<file path="config.mk">
export PLATFORM = sky130hd
export DESIGN_NAME = shift_rows_pipe
export DESIGN_NICKNAME = d
export VERILOG_FILES = /design/src/rtl/shift_rows_pipe.sv
export SDC_FILE = /design/constraint.sdc
export NUM_CORES = 1
export LEC_CHECK = 0
export ABC_CLOCK_PERIOD_IN_PS = 6300
export BUFFER_PORTS_ARGS = -buffer_cell sky130_fd_sc_hd__buf_2
export CAP_MARGIN = 20
export CORE_MARGIN = 2
export CORE_UTILIZATION = 40
export CTS_BUF_LIST = sky130_fd_sc_hd__clkbuf_2
export DETAILED_ROUTE_END_ITERATION = 10
export GPL_TIMING_DRIVEN = 0
export HOLD_SLACK_MARGIN = 0.02
export SYNTH_ARGS = -nofsm -noshare
export SYNTH_HDL_FRONTEND = slang
export SYNTH_SLANG_ARGS = --single-unit
</file>
<file path="constraint.sdc">
create_clock -name clk -period 6.3 [get_ports clk]
set_clock_uncertainty 0.05 [all_clocks]
set_input_delay 0.315 -clock clk [delete_from_list [all_inputs] [get_ports clk]]
set_output_delay 0.315 -clock clk [all_outputs]
set_load 0.01 [all_outputs]
</file>
<file path="src/rtl/shift_rows_pipe.sv">
// Registered, handshaked Rijndael ShiftRows/InvShiftRows stage (NB = 4, 6, 8) with an output FIFO.
// Optional per-byte parity carry/check is enabled by defining SHIFT_ROWS_PARITY_EN.
module shift_rows_pipe #(
  parameter int NB    = 4,
  parameter int DEPTH = 2
) (
  input  logic            clk,
  input  logic            n_rst,
  input  logic            flush,
  input  logic            in_valid,
  output logic            in_ready,
  input  logic            in_inv,
  input  logic [32*NB-1:0] in_data,
  output logic            out_valid,
  input  logic            out_ready,
  output logic [32*NB-1:0] out_data,
  output logic            out_inv,
  output logic [2:0]      occupancy
`ifdef SHIFT_ROWS_PARITY_EN
  ,
  input  logic [4*NB-1:0] parity_in,
  output logic [4*NB-1:0] parity_out,
  output logic            parity_err
`endif
);

  localparam int W  = 32 * NB;
  localparam int PB = 4 * NB;
  localparam int PW = (DEPTH > 1) ? $clog2(DEPTH) : 1;
`ifdef SHIFT_ROWS_PARITY_EN
  localparam int EW = W + PB + 1;
`else
  localparam int EW = W + 1;
`endif

  // Wide blocks (NB = 8) skip offset 2 on the lower two rows.
  function automatic int row_shift(input int r);
    if (NB == 8 && r >= 2) return r + 1;
    return r;
  endfunction

  function automatic logic [PW-1:0] next_ptr(input logic [PW-1:0] p);
    if (p == PW'(DEPTH - 1)) return '0;
    return p + 1'b1;
  endfunction

  logic [W-1:0]  fwd_data, inv_data, perm_data;
  logic [EW-1:0] entry_in;

`ifdef SHIFT_ROWS_PARITY_EN
  logic [PB-1:0] fwd_par, inv_par, perm_par, calc_par;
  logic          parity_err_q, parity_err_d;
`endif

  for (genvar r = 0; r < 4; r++) begin : g_row
    for (genvar c = 0; c < NB; c++) begin : g_col
      localparam int FC = (c + row_shift(r)) % NB;
      localparam int IC = (c - row_shift(r) + NB) % NB;
      assign fwd_data[W-1-8*(r+4*c) -: 8] = in_data[W-1-8*(r+4*FC) -: 8];
      assign inv_data[W-1-8*(r+4*c) -: 8] = in_data[W-1-8*(r+4*IC) -: 8];
`ifdef SHIFT_ROWS_PARITY_EN
      assign fwd_par[PB-1-(r+4*c)] = parity_in[PB-1-(r+4*FC)];
      assign inv_par[PB-1-(r+4*c)] = parity_in[PB-1-(r+4*IC)];
`endif
    end
  end

  assign perm_data = in_inv ? inv_data : fwd_data;

`ifdef SHIFT_ROWS_PARITY_EN
  for (genvar k = 0; k < PB; k++) begin : g_par
    assign calc_par[PB-1-k] = ^in_data[W-1-8*k -: 8];
  end
  assign perm_par = in_inv ? inv_par : fwd_par;
  assign entry_in = {in_inv, perm_par, perm_data};
`else
  assign entry_in = {in_inv, perm_data};
`endif

  logic [PW-1:0] wr_ptr_q, wr_ptr_d, rd_ptr_q, rd_ptr_d;
  logic [2:0]    occ_q, occ_d;
  logic [EW-1:0] mem_q [DEPTH];
  logic [EW-1:0] mem_d [DEPTH];
  logic [EW-1:0] head_q, head_d;
  logic          push, pop;

  assign in_ready  = (occ_q < 3'(DEPTH));
  assign out_valid = (occ_q != 3'd0);
  assign push      = in_valid && in_ready;
  assign pop       = out_valid && out_ready;

  // Head is registered separately so it can hold its last value once the FIFO drains.
  always_comb begin
    mem_d    = mem_q;
    wr_ptr_d = wr_ptr_q;
    rd_ptr_d = rd_ptr_q;
    occ_d    = occ_q;
    head_d   = head_q;
    if (flush) begin
      wr_ptr_d = '0;
      rd_ptr_d = '0;
      occ_d    = 3'd0;
    end else begin
      if (push) begin
        mem_d[wr_ptr_q] = entry_in;
        wr_ptr_d        = next_ptr(wr_ptr_q);
      end
      if (pop) rd_ptr_d = next_ptr(rd_ptr_q);
      if (push && !pop)      occ_d = occ_q + 3'd1;
      else if (pop && !push) occ_d = occ_q - 3'd1;
      if (occ_d != 3'd0) head_d = mem_d[rd_ptr_d];
    end
  end

`ifdef SHIFT_ROWS_PARITY_EN
  always_comb begin
    parity_err_d = parity_err_q;
    if (flush) parity_err_d = 1'b0;
    else if (push && (parity_in != calc_par)) parity_err_d = 1'b1;
  end

  always_ff @(posedge clk or negedge n_rst) begin
    if (!n_rst) parity_err_q <= 1'b0;
    else        parity_err_q <= parity_err_d;
  end

  assign parity_err = parity_err_q;
  assign parity_out = head_q[W+PB-1:W];
`endif

  always_ff @(posedge clk or negedge n_rst) begin
    if (!n_rst) begin
      wr_ptr_q <= '0;
      rd_ptr_q <= '0;
      occ_q    <= 3'd0;
      head_q   <= '0;
      for (int i = 0; i < DEPTH; i++) mem_q[i] <= '0;
    end else begin
      wr_ptr_q <= wr_ptr_d;
      rd_ptr_q <= rd_ptr_d;
      occ_q    <= occ_d;
      head_q   <= head_d;
      for (int i = 0; i < DEPTH; i++) mem_q[i] <= mem_d[i];
    end
  end

  assign out_data  = head_q[W-1:0];
  assign out_inv   = head_q[EW-1];
  assign occupancy = occ_q;

endmodule
</file>
==> Word-level counts from Yosys, hierarchy flattened <==
Cells that the tools add are included.
{ "totals": {"ff_bits": 392, "inputBits": 134, "out_inout_bits": 134, "word_cells": 55} }
{ "op_classes": {"add_sub_neg": 4, "order_cmp": 4, "mux": 27, "bitwise_logic": 3, "n_reduce_logical": 11} }
{ "ops": {"columns": ["operator", "n"], "rows": [
  ["two-way mux 129 bit", 4],
  ["bitwise mux 258 bit", 1],
  ["two-way mux 258 bit", 1],
  ["demux 129 bit (select 1 bit)", 1],
  ["two-way mux 120 bit", 1],
  ["two-way mux 1 bit", 15],
  ["two-way mux 3 bit", 4],
  ["nonzero test 3 bit", 2],
  ["logical AND 1 bit", 5],
  [">= comparator 2 bit, second input constant", 2],
  ["NOT 1 -> 2 bit", 2],
  ["adder 3 x 1 -> 3 bit, second input constant", 1],
  ["less-than comparator 3 x 2 -> 1 bit, second input constant", 1],
  ["subtractor 3 x 1 -> 3 bit, second input constant", 1],
  ["adder 1 bit, second input constant", 2],
  ["logical NOT 1 bit", 2],
  ["less-than comparator 2 x 1 -> 1 bit, second input constant", 1],
  ["AND reduction 2 bit", 1],
  ["nonzero test 2 bit", 1],
  ["NOT 1 bit", 1]
]} }

==> Logic depth before layout (Yosys ltp) <==
Gate-level depths: netlist of the first run.
{ "depth": {"ltp_word": 11, "ltp_mapped": 11, "mapped_depth_nobuf": 8} }

==> Worst setup path after synthesis of the first run <==
Ideal clock, no wire load.
{ "synth_timing": {"path_kind": "reg2reg", "start": "register occ_q[1], in the netlist occupancy[1]", "end": "register head_q[101]", "setup_time_ns": 0.125, "t_arrival_ns": 2.473, "required_ns": 6.125, "setup_slack_ns": 3.652, "stages_incl_launch_ff": 11, "path_buffers": 2, "period_less_slack_ns": 2.648, "path_cell_list": "dfrtp_1 -> inv_1 -> ha_1 -> nor2b_4 -> inv_2 -> and3_1 -> a221o_1 -> o21ai_1 -> buf_2 -> buf_4 -> mux2_2"} }
{ "synth_via": {"word_cells_on_any_way": 22, "cone_classes": "add/sub: 2; order compare: 1; mux: 9; bitwise: 1; reduce/logical: 9"} }
{ "synth_lines": {"columns": ["element", "line_no", "text"], "rows": [
  ["start: declaration", "81", "logic [2:0] occ_q, occ_d;"],
  ["start signal: assignment", "135", "occ_q <= 3'd0;"],
  ["start signal: assignment", "141", "occ_q <= occ_d;"],
  ["nonzero test 3 bit (*)", "88", "assign out_valid = (occ_q != 3'd0);"],
  ["net out_valid", "14", "output logic out_valid,"],
  ["logical AND 1 bit (*)", "90", "assign pop = out_valid && out_ready;"],
  ["logical AND 1 bit (tied with other cells)", "110", "else if (pop && !push) occ_d = occ_q - 3'd1;"],
  ["two-way mux 3 bit (tied with other cells)", "110", null],
  ["two-way mux 3 bit or NOT 1 -> 2 bit (tied branches)", "109, 111", null],
  ["two-way mux 3 bit or two-way mux 129 bit (tied branches)", "99, 111", null],
  ["nonzero test 3 bit or two-way mux 129 bit (tied branches)", "111", "if (occ_d != 3'd0) head_d = mem_d[rd_ptr_d];"],
  ["AND reduction 2 bit (no line) or two-way mux 129 bit (tied branches)", null, null],
  ["end signal: assignment", "136", "head_q <= '0;"],
  ["end signal: assignment", "142", "head_q <= head_d;"],
  ["end: declaration", "84", "logic [EW-1:0] head_q, head_d;"]
]} }
The timed path passes the listed nets; every way through them passes the cells marked *. The select of a mux whose other input is x is not followed.
A chain may end at the register's enable or synchronous reset.

==> Worst setup path in the final report of the first run <==
{ "layout_timing": {"start": "register occ_q[2], in the netlist occupancy[2]", "end": "register mem_q[152] in the netlist's numbering"} }
{ "layout_via": {"elab_chain_cells": 3} }
{ "layout_lines": {"columns": ["element", "line_no", "text"], "rows": [
  ["less-than comparator 3 x 2 -> 1 bit", "87", "assign in_ready = (occ_q < 3'(DEPTH));"],
  ["logical AND 1 bit", "89", "assign push = in_valid && in_ready;"],
  ["two-way mux 258 bit", "104", "if (push) begin"],
  ["end: declaration", "82", "logic [EW-1:0] mem_q [DEPTH];"]
]} }
No other way between the ends.

==> flow_summary.toml, run 1 <==
[timing]
achievable_frequency_ghz = 0.2541
finalWorstPathRequiredPeriod_ps = 3936
drv_slew = 0
rsz0062_at_grt = "no"
setup-tns-final_ps = 0
timing_worst_slew_pin_value_ps = 1130
final_min_period_over_clock_period = 0.6247
setup_viol = 0
timing.slew.headroom = 0.2470
hold_slack_ps = 110.4
timing_hold_violations_final = 0

[synth]
synth_seq_area_share = 0.4619
leading_cell_type_by_number_of_instances_after_synthesis = "dfrtp_1"
synth_area_leaders = "dfrtp_1 (46%), mux2_2 (10%), clkbuf_1 (3.2%)"
netlist.area_leader.share = 0.4619
synthDistinctLibCells = 50
synth.ff_latch_count = 392
post_synth_most_frequent_cells = "dfrtp_1 (392), mux2_2 (190), clkbuf_1 (180), o21ai_0 (132), nand3_1 (130)"
count_of_flip_flops_with_a_built_in_enable_after_synthesis = 0
yosys_warnings = 0
synthesis.area_mm2 = 0.02124
post_synth_inst_count = 2106
ys_dominant_reg_cell = "dfrtp_1"
syn_nets = 2243
synth_area_leader_cell = "dfrtp_1"
avgSynthCellArea_um2 = 10.08
synthArstFlopShare = 1.000

[grt]
globalRoute.busiestLayer = "met2"
via_count_of_the_first_global_routing_pass = 21770
track_usage = 0.2893
met2_usage = 0.4862
global_route.usage.met3 = 0.06468
antenna_violations_before_repair = 5
grt_util_met1 = 0.3609
grt_start_max_net_pins = 115
grt_overflow = 0
grt_pass1_wl_mm = 123.5

[cells_and_area]
seqCellArea_mm2 = 0.009809
fin_area_mm2 = 0.02730
final_layout_size_suffix_gt1_frac = 0.2439
area_growth_syn_to_layout_pct = 28.58
multiInputGateArea_mm2 = 0.01038
layout.nets = 2903
fin_cells = 3539
utilization = 0.5196
fillerInstances = 4915

[power]
peakVddDrop_v = 0.0002544
p_leak_uw = 0.01144
pwr_density_cell_mw_per_mm2 = 524.7

[placed_design]
dpl.cell_count = 3065
gpl.final_weighted_congestion = 0.9054
numPortBuffers = 266
hpwlAfterDp_mm = 53.66
place_area_mm2 = 0.02355

[worst_setup_path]
critical_path.max_fanout = 10
worst_setup_path_end_kind = "flop"
crit_path_top_delay_cell = "clkbuf_1"
critPathRequiredTime_ps = 7280
max_stage_delay_ps = 680
rr_startpoint = "occupancy[2]$_DFF_PN0_"
setup.worst_path.start_class = "flop"
critical_path.reg2reg.endpoint = "mem_q[152]$_DFFE_PN0N_"
count_of_cells_along_the_worst_register_to_register_path = 9
cp-startpoint = "occupancy[2]$_DFF_PN0_"
critical_path.top_delay_family = "buffers and inverters"
critical_path_buf_inv_count = 6
worst_ep_arrival_time_ps = 4920
r2r_setup_slk_ps = 2360
worstPathCellList = "buf_6 -> or3b_1 -> clkbuf_1 -> nor3_1 -> clkbuf_1 -> buf_2 -> buf_2 -> a21oi_1 -> dlygate4sd3_1"
setup.worst_path.class = "reg -> reg"

[clock_network]
clock-sinks = 392
cts.reportedPaths.clkPinSlew_ps = 90
tritoncts = "built"
cts_inserted_buffers = 108
clock_latency_of_the_later_clocked_register_in_the_worst_skew_pair_ps = 1140
ctsRootBufferMaster = "clkbuf_2"
ctsHtreeMaxLevel = 3
clock_path_buffers = 3

[worst_hold_path]
hold_start = "in_data[113]"
holdPathEnd = "mem_q[81]$_DFFE_PN0N_"
class_of_the_tightest_hold_or_removal_check = "in -> reg"
min_path_cells = 4

[route]
drt-total-wl_mm = 81.10
antenna_violating_nets_post_route = 0
drt-wirelength-per-cell_um = 22.92
drt-vias-per-instance = 6.020
drcViolationCount = 0
detailedRoute.firstIterationViolations = 1800
dr.pass1.iters = 8
via_total_after_detailed_routing = 21300

[die]
die_width_um = 234.4
floorplan.die_area_mm2 = 0.05495
floorplan.core_area_mm2 = 0.05255
die_height_um = 234.4
start_util = 0.4041
fp-row-count = 84
io_pins = 268

[run_status]
outcome = "finished clean"

[job]
drv.max_cap_violation_count = 0
## worst max path at each step
stage | to | slack (ps) | depth (start not counted)
CTS | mem_q[152]$_DFFE_PN0N_ | 2350 | 9
detailed placement | head_q[71]$_DFFE_PN0P_ | 2550 | 11
floorplan | head_q[101]$_DFFE_PN0P_ | 3650 | 10
global route | mem_q[151]$_DFFE_PN0N_ | 2240 | 9
finish | mem_q[152]$_DFFE_PN0N_ | 2360 | 9
global placement | head_q[88]$_DFFE_PN0P_ | -3130 | 1
## through the flow
| step | total power, uW | setup WS, ps |
|---|---|---|
| after global routing | 15220 | 2239 |
| after floorplan | 9442 | 3652 |
| final | 14320 | 2364 |
| after detailed placement | 12100 | 2550 |
| after CTS | 14210 | 2355 |
| after global placement | 11890 | -3131 |
## registers in the layout, summed over array words and instances (netlist names)
| name | count |
|---|---|
| rd_ptr_q | 1 |
| wr_ptr_q | 1 |
| occupancy | 3 |
| mem_q | 258 |
| head_q | 129 |
## cell usage in the layout (no fill, tap or decap), types with 64 or more instances in the layout
| cell type | n |
|---|---|
| nor2_1 | 70 |
| o32ai_1 | 65 |
| dfrtp_1 | 392 |
| a21oi_1 | 70 |
| a32oi_1 | 65 |
| nand2_1 | 66 |
| o21ai_0 | 132 |
| a31oi_1 | 65 |
| clkbuf_2 | 165 |
| clkbuf_1 | 180 |
| mux2_2 | 190 |
| buf_2 | 307 |
| dlygate4sd3_1 | 278 |
| nand2b_1 | 71 |
| nand3_1 | 130 |
| nor3_1 | 65 |
| a21boi_0 | 64 |
| nor2b_1 | 64 |
| mux2i_1 | 64 |
## worst register-to-register path, stage by stage (launching register included)
cell	delay (ps)
dfrtp_1	420
buf_6	160
or3b_1	370
clkbuf_1	170
nor3_1	530
clkbuf_1	680
buf_2	430
buf_2	370
a21oi_1	110
dlygate4sd3_1	570
## routing by layer
metal | wire [um] | vias up
met5 | 0 | -
met1 | 32400 | 10600
li1 | - | 9378
met2 | 39080 | 1103
met4 | 2893 | 0
met3 | 6730 | 221
## layout make-up
class | count | share of cell area
antenna | 6 | 0.0005499
buffer | 242 | 0.03808
clock buffer | 165 | 0.03024
clock inverter | 24 | 0.003895
inverter | 6 | 0.0008249
multi-input combinational | 1466 | 0.3800
sequential | 392 | 0.3593
tap | 688 | 0.03153
timing repair buffer | 550 | 0.1556
## where the power goes
| part | total [uW] | switching, uW | internal (uW) |
|---|---|---|---|
| clock network | 1850 | 1150 | 692 |
| registers | 4540 | 773 | 3760 |
| logic | 7940 | 4690 | 3250 |
## what timing repair did
item	CTS	global route
gates resized for setup	0	0
hold buffers	279	0
setup buffers	0	0
hold endpoints to repair	782	0
setup endpoints to repair	0	0
## cells by family after synthesis
group	synth area share
compound gates	0.2189
mux	0.1341
flops	0.4619
fa+ha+maj	0.001768
xor+xnor	0.001238
simple gates	0.1320
buf+inv	0.05002
(Power assumes the default switching activity.)
==> run 2: changes to the inputs <==
Settings changed: ABC_AREA set to 1, ABC_CLOCK_PERIOD_IN_PS 6300 to 3800.
Clock period 6.3 ns to 3.8 ns, I/O delays scaled along.
==> flow_summary.toml, run 2 <==
[run_status]
outcome = "finished clean"

[worst_hold_path]
min_path_cells = 6
class_of_the_tightest_hold_or_removal_check = "in -> reg"
hold_start = "in_data[36]"
holdPathEnd = "mem_q[133]$_DFFE_PN0N_"

[worst_setup_path]
max_stage_delay_ps = 520
worst_setup_path_end_kind = "flop"
count_of_cells_along_the_worst_register_to_register_path = 10
rr_startpoint = "occupancy[1]$_DFF_PN0_"
crit_path_top_delay_cell = "clkbuf_1"
r2r_setup_slk_ps = 930
critPathRequiredTime_ps = 4780
worstPathCellList = "inv_1 -> ha_1 -> nand2_2 -> nand2_4 -> xor2_4 -> buf_6 -> clkbuf_1 -> o21ai_0 -> nand3_1 -> nand2_1"
setup.worst_path.start_class = "flop"
critical_path.max_fanout = 10
critical_path.reg2reg.endpoint = "head_q[119]$_DFFE_PN0P_"
setup.worst_path.class = "reg -> reg"
worst_ep_arrival_time_ps = 3860

[route]
topRoutingLayerUsed = "met4"
route.met2.wl_mm = 34.61
drt-vias-per-instance = 5.256
dr.pass1.iters = 5
antenna_violating_nets_post_route = 0
routed-wl-met3_mm = 5.209
drt-wirelength-per-cell_um = 18.27
detailedRoute.firstIterationViolations = 1783
drcViolationCount = 0
via_total_after_detailed_routing = 22140
detail_route.wirelength.met1_mm = 34.57
drt-total-wl_mm = 76.98

[clock_network]
cts.reportedPaths.clkPinSlew_ps = 100
cts_inserted_buffers = 108
clock-sinks = 392
ctsRootBufferMaster = "clkbuf_2"
clock_path_buffers = 3
tritoncts = "built"
post-cts-setup-buffers = 0
clock_latency_of_the_later_clocked_register_in_the_worst_skew_pair_ps = 1160
ctsHtreeMaxLevel = 3
cts_hold_buffers = 245
post_cts_resized = 0

[synth]
synth_area_leader_cell = "dfrtp_1"
synthArstFlopShare = 1.000
synth.ff_latch_count = 392
syn_nets = 2968
leading_cell_type_by_number_of_instances_after_synthesis = "nand2_1"
ys_dominant_reg_cell = "dfrtp_1"
post_synth_inst_count = 2831
synth_area_leaders = "dfrtp_1 (48%), nand2_1 (22%), o21ai_0 (7.8%)"
synthesis.area_mm2 = 0.02046
avgSynthCellArea_um2 = 7.227
count_of_flip_flops_with_a_built_in_enable_after_synthesis = 0
post_synth_most_frequent_cells = "nand2_1 (1178), dfrtp_1 (392), o21ai_0 (320), nand3_1 (263), inv_1 (169)"
synthDistinctLibCells = 22
yosys_warnings = 0
netlist.area_leader.share = 0.4794
synth_seq_area_share = 0.4794

[power]
p_leak_uw = 0.01396
pwr_density_cell_mw_per_mm2 = 814.0
peakVddDrop_v = 0.0004185
pwr-share-comb = 0.527
p_sw_uw = 10470
swShare = 0.4913
intPower_uw = 10840
clkPwrFrac = 0.148
power.share.sequential = 0.324
power.total_uw = 21320

[cells_and_area]
final_common_cell = "nand2_1"
layout.cells.most_common_list = "nand2_1 (1178), dfrtp_1 (392), buf_2 (378), o21ai_0 (320), nand3_1 (263)"
utilization = 0.5198
largest_register_ffs = 258
layout.nets = 3591
fin_cells = 4213
area_growth_syn_to_layout_pct = 27.99
reg_with_most_ffs = "mem_q"
final_layout_size_suffix_gt1_frac = 0.1619
fin_area_mm2 = 0.02619

[placed_design]
numPortBuffers = 265
place_area_mm2 = 0.02272
dpl.cell_count = 3771
gpl.final_weighted_congestion = 0.9193
hpwlAfterDp_mm = 54.67

[die]
io_pins = 268
die_height_um = 230.2
floorplan.die_area_mm2 = 0.05298
die_width_um = 230.2
fp-row-count = 82
start_util = 0.4062
floorplan.core_area_mm2 = 0.05038

[grt]
antenna_violations_before_repair = 2
grt_start_max_net_pins = 114
grt_pass1_wl_mm = 120.1
grt_overflow = 0
via_count_of_the_first_global_routing_pass = 21460
track_usage = 0.2890

[timing]
finalWorstPathRequiredPeriod_ps = 2874
timing_hold_violations_final = 0
achievable_frequency_ghz = 0.3479
final_min_period_over_clock_period = 0.7563
timing.slew.headroom = 0.3855
setup_viol = 0
drv_slew = 0
rsz0062_at_grt = "no"
timing_worst_slew_pin_value_ps = 921.8

[job]
drv.max_cap_violation_count = 0
==> run 2: changes by cell type in the layout (fill, tap and decap cells not counted), sizes merged, moves of 69 or more <==
cell,change
a21oi,-70
buf,+69
clkbuf,-93
inv,+167
mux2,-196
nand2,+1115
nand2b,-71
nand3,+133
nand4,+129
o21ai,+318
==> run 2: power by group through the flow <==
| stage | clock network (uW) | logic (uW) | registers, uW |
|---|---|---|---|
| final | 3160 | 11200 | 6920 |
| after global routing | 3480 | 12500 | 7110 |
| after CTS | 3240 | 11100 | 6890 |
| after detailed placement | 0 | 10800 | 6960 |
| after global placement | 0 | 10700 | 6920 |
| after floorplan | 0 | 6900 | 6990 |
==> run 2: final cells by class <==
| class | instances | area (um^2) |
|---|---|---|
| clock buffers | 160 | 800.8 |
| inverters | 174 | 653.1 |
| plain buffers | 226 | 1044 |
| clock inverters | 36 | 193.9 |
| diodes | 1 | 2.502 |
| flip-flops and latches | 392 | 9809 |
| multi-input cells | 2039 | 8955 |
| repair buffers | 513 | 3889 |
| well taps | 672 | 840.8 |
| fillers | 4931 | 24190 |
==> run 2: layer usage <==
metal / vias up / track usage
met4: 0 / 0.1113
met1: 10620 / 0.4015
met5: - / 0
met2: 865 / 0.4498
li1: 10510 / -
met3: 146 / 0.04998
==> run 2: how the worst max path moves through the flow <==
stage | start | endpoint | cells after the start
CTS | occupancy[1]$_DFF_PN0_ | head_q[119]$_DFFE_PN0P_ | 10
floorplan | occupancy[1]$_DFF_PN0_ | head_q[30]$_DFFE_PN0P_ | 13
global route | occupancy[1]$_DFF_PN0_ | head_q[119]$_DFFE_PN0P_ | 10
global placement | n_rst | mem_q[107]$_DFFE_PN0N_ | 1
finish | occupancy[1]$_DFF_PN0_ | head_q[119]$_DFFE_PN0P_ | 10
detailed placement | occupancy[1]$_DFF_PN0_ | head_q[119]$_DFFE_PN0P_ | 10
==> run 2: cell families after synthesis <==
logic type                 count (synthesis)  synth area share
DFF                                      392            0.4794
and+or+nand+nor                         1582            0.3233
buffers and inverters                    400           0.08292
muxes                                      1         0.0004892
xor gates and xnor gates                   1          0.001345
adders and majority gates                  3          0.001835
AOI/OAI and AO/OA                        452            0.1107
==> run 2: stage by stage <==
step / hold slack [ps] / setup TNS (ps) / setup slack (ps)
after CTS: 46.88 / 0 / 993.3
after floorplan: -155.6 / 0 / 1824
after global routing: 178.3 / 0 / 829.2
final: 166.6 / 0 / 925.9
after global placement: 407.1 / -2179400 / -5612
after detailed placement: 234.3 / 0 / 999.2
==> run 2: critical path: cells and delay by family (launching register included) <==
kind                       cells  cell delay (ps)
and+or+nand+nor                4              530
AOI/OAI and AO/OA              1              200
adders and majority gates      1              210
xor gates and xnor gates       1              420
buffers and inverters          3              910
DFF                            1              430
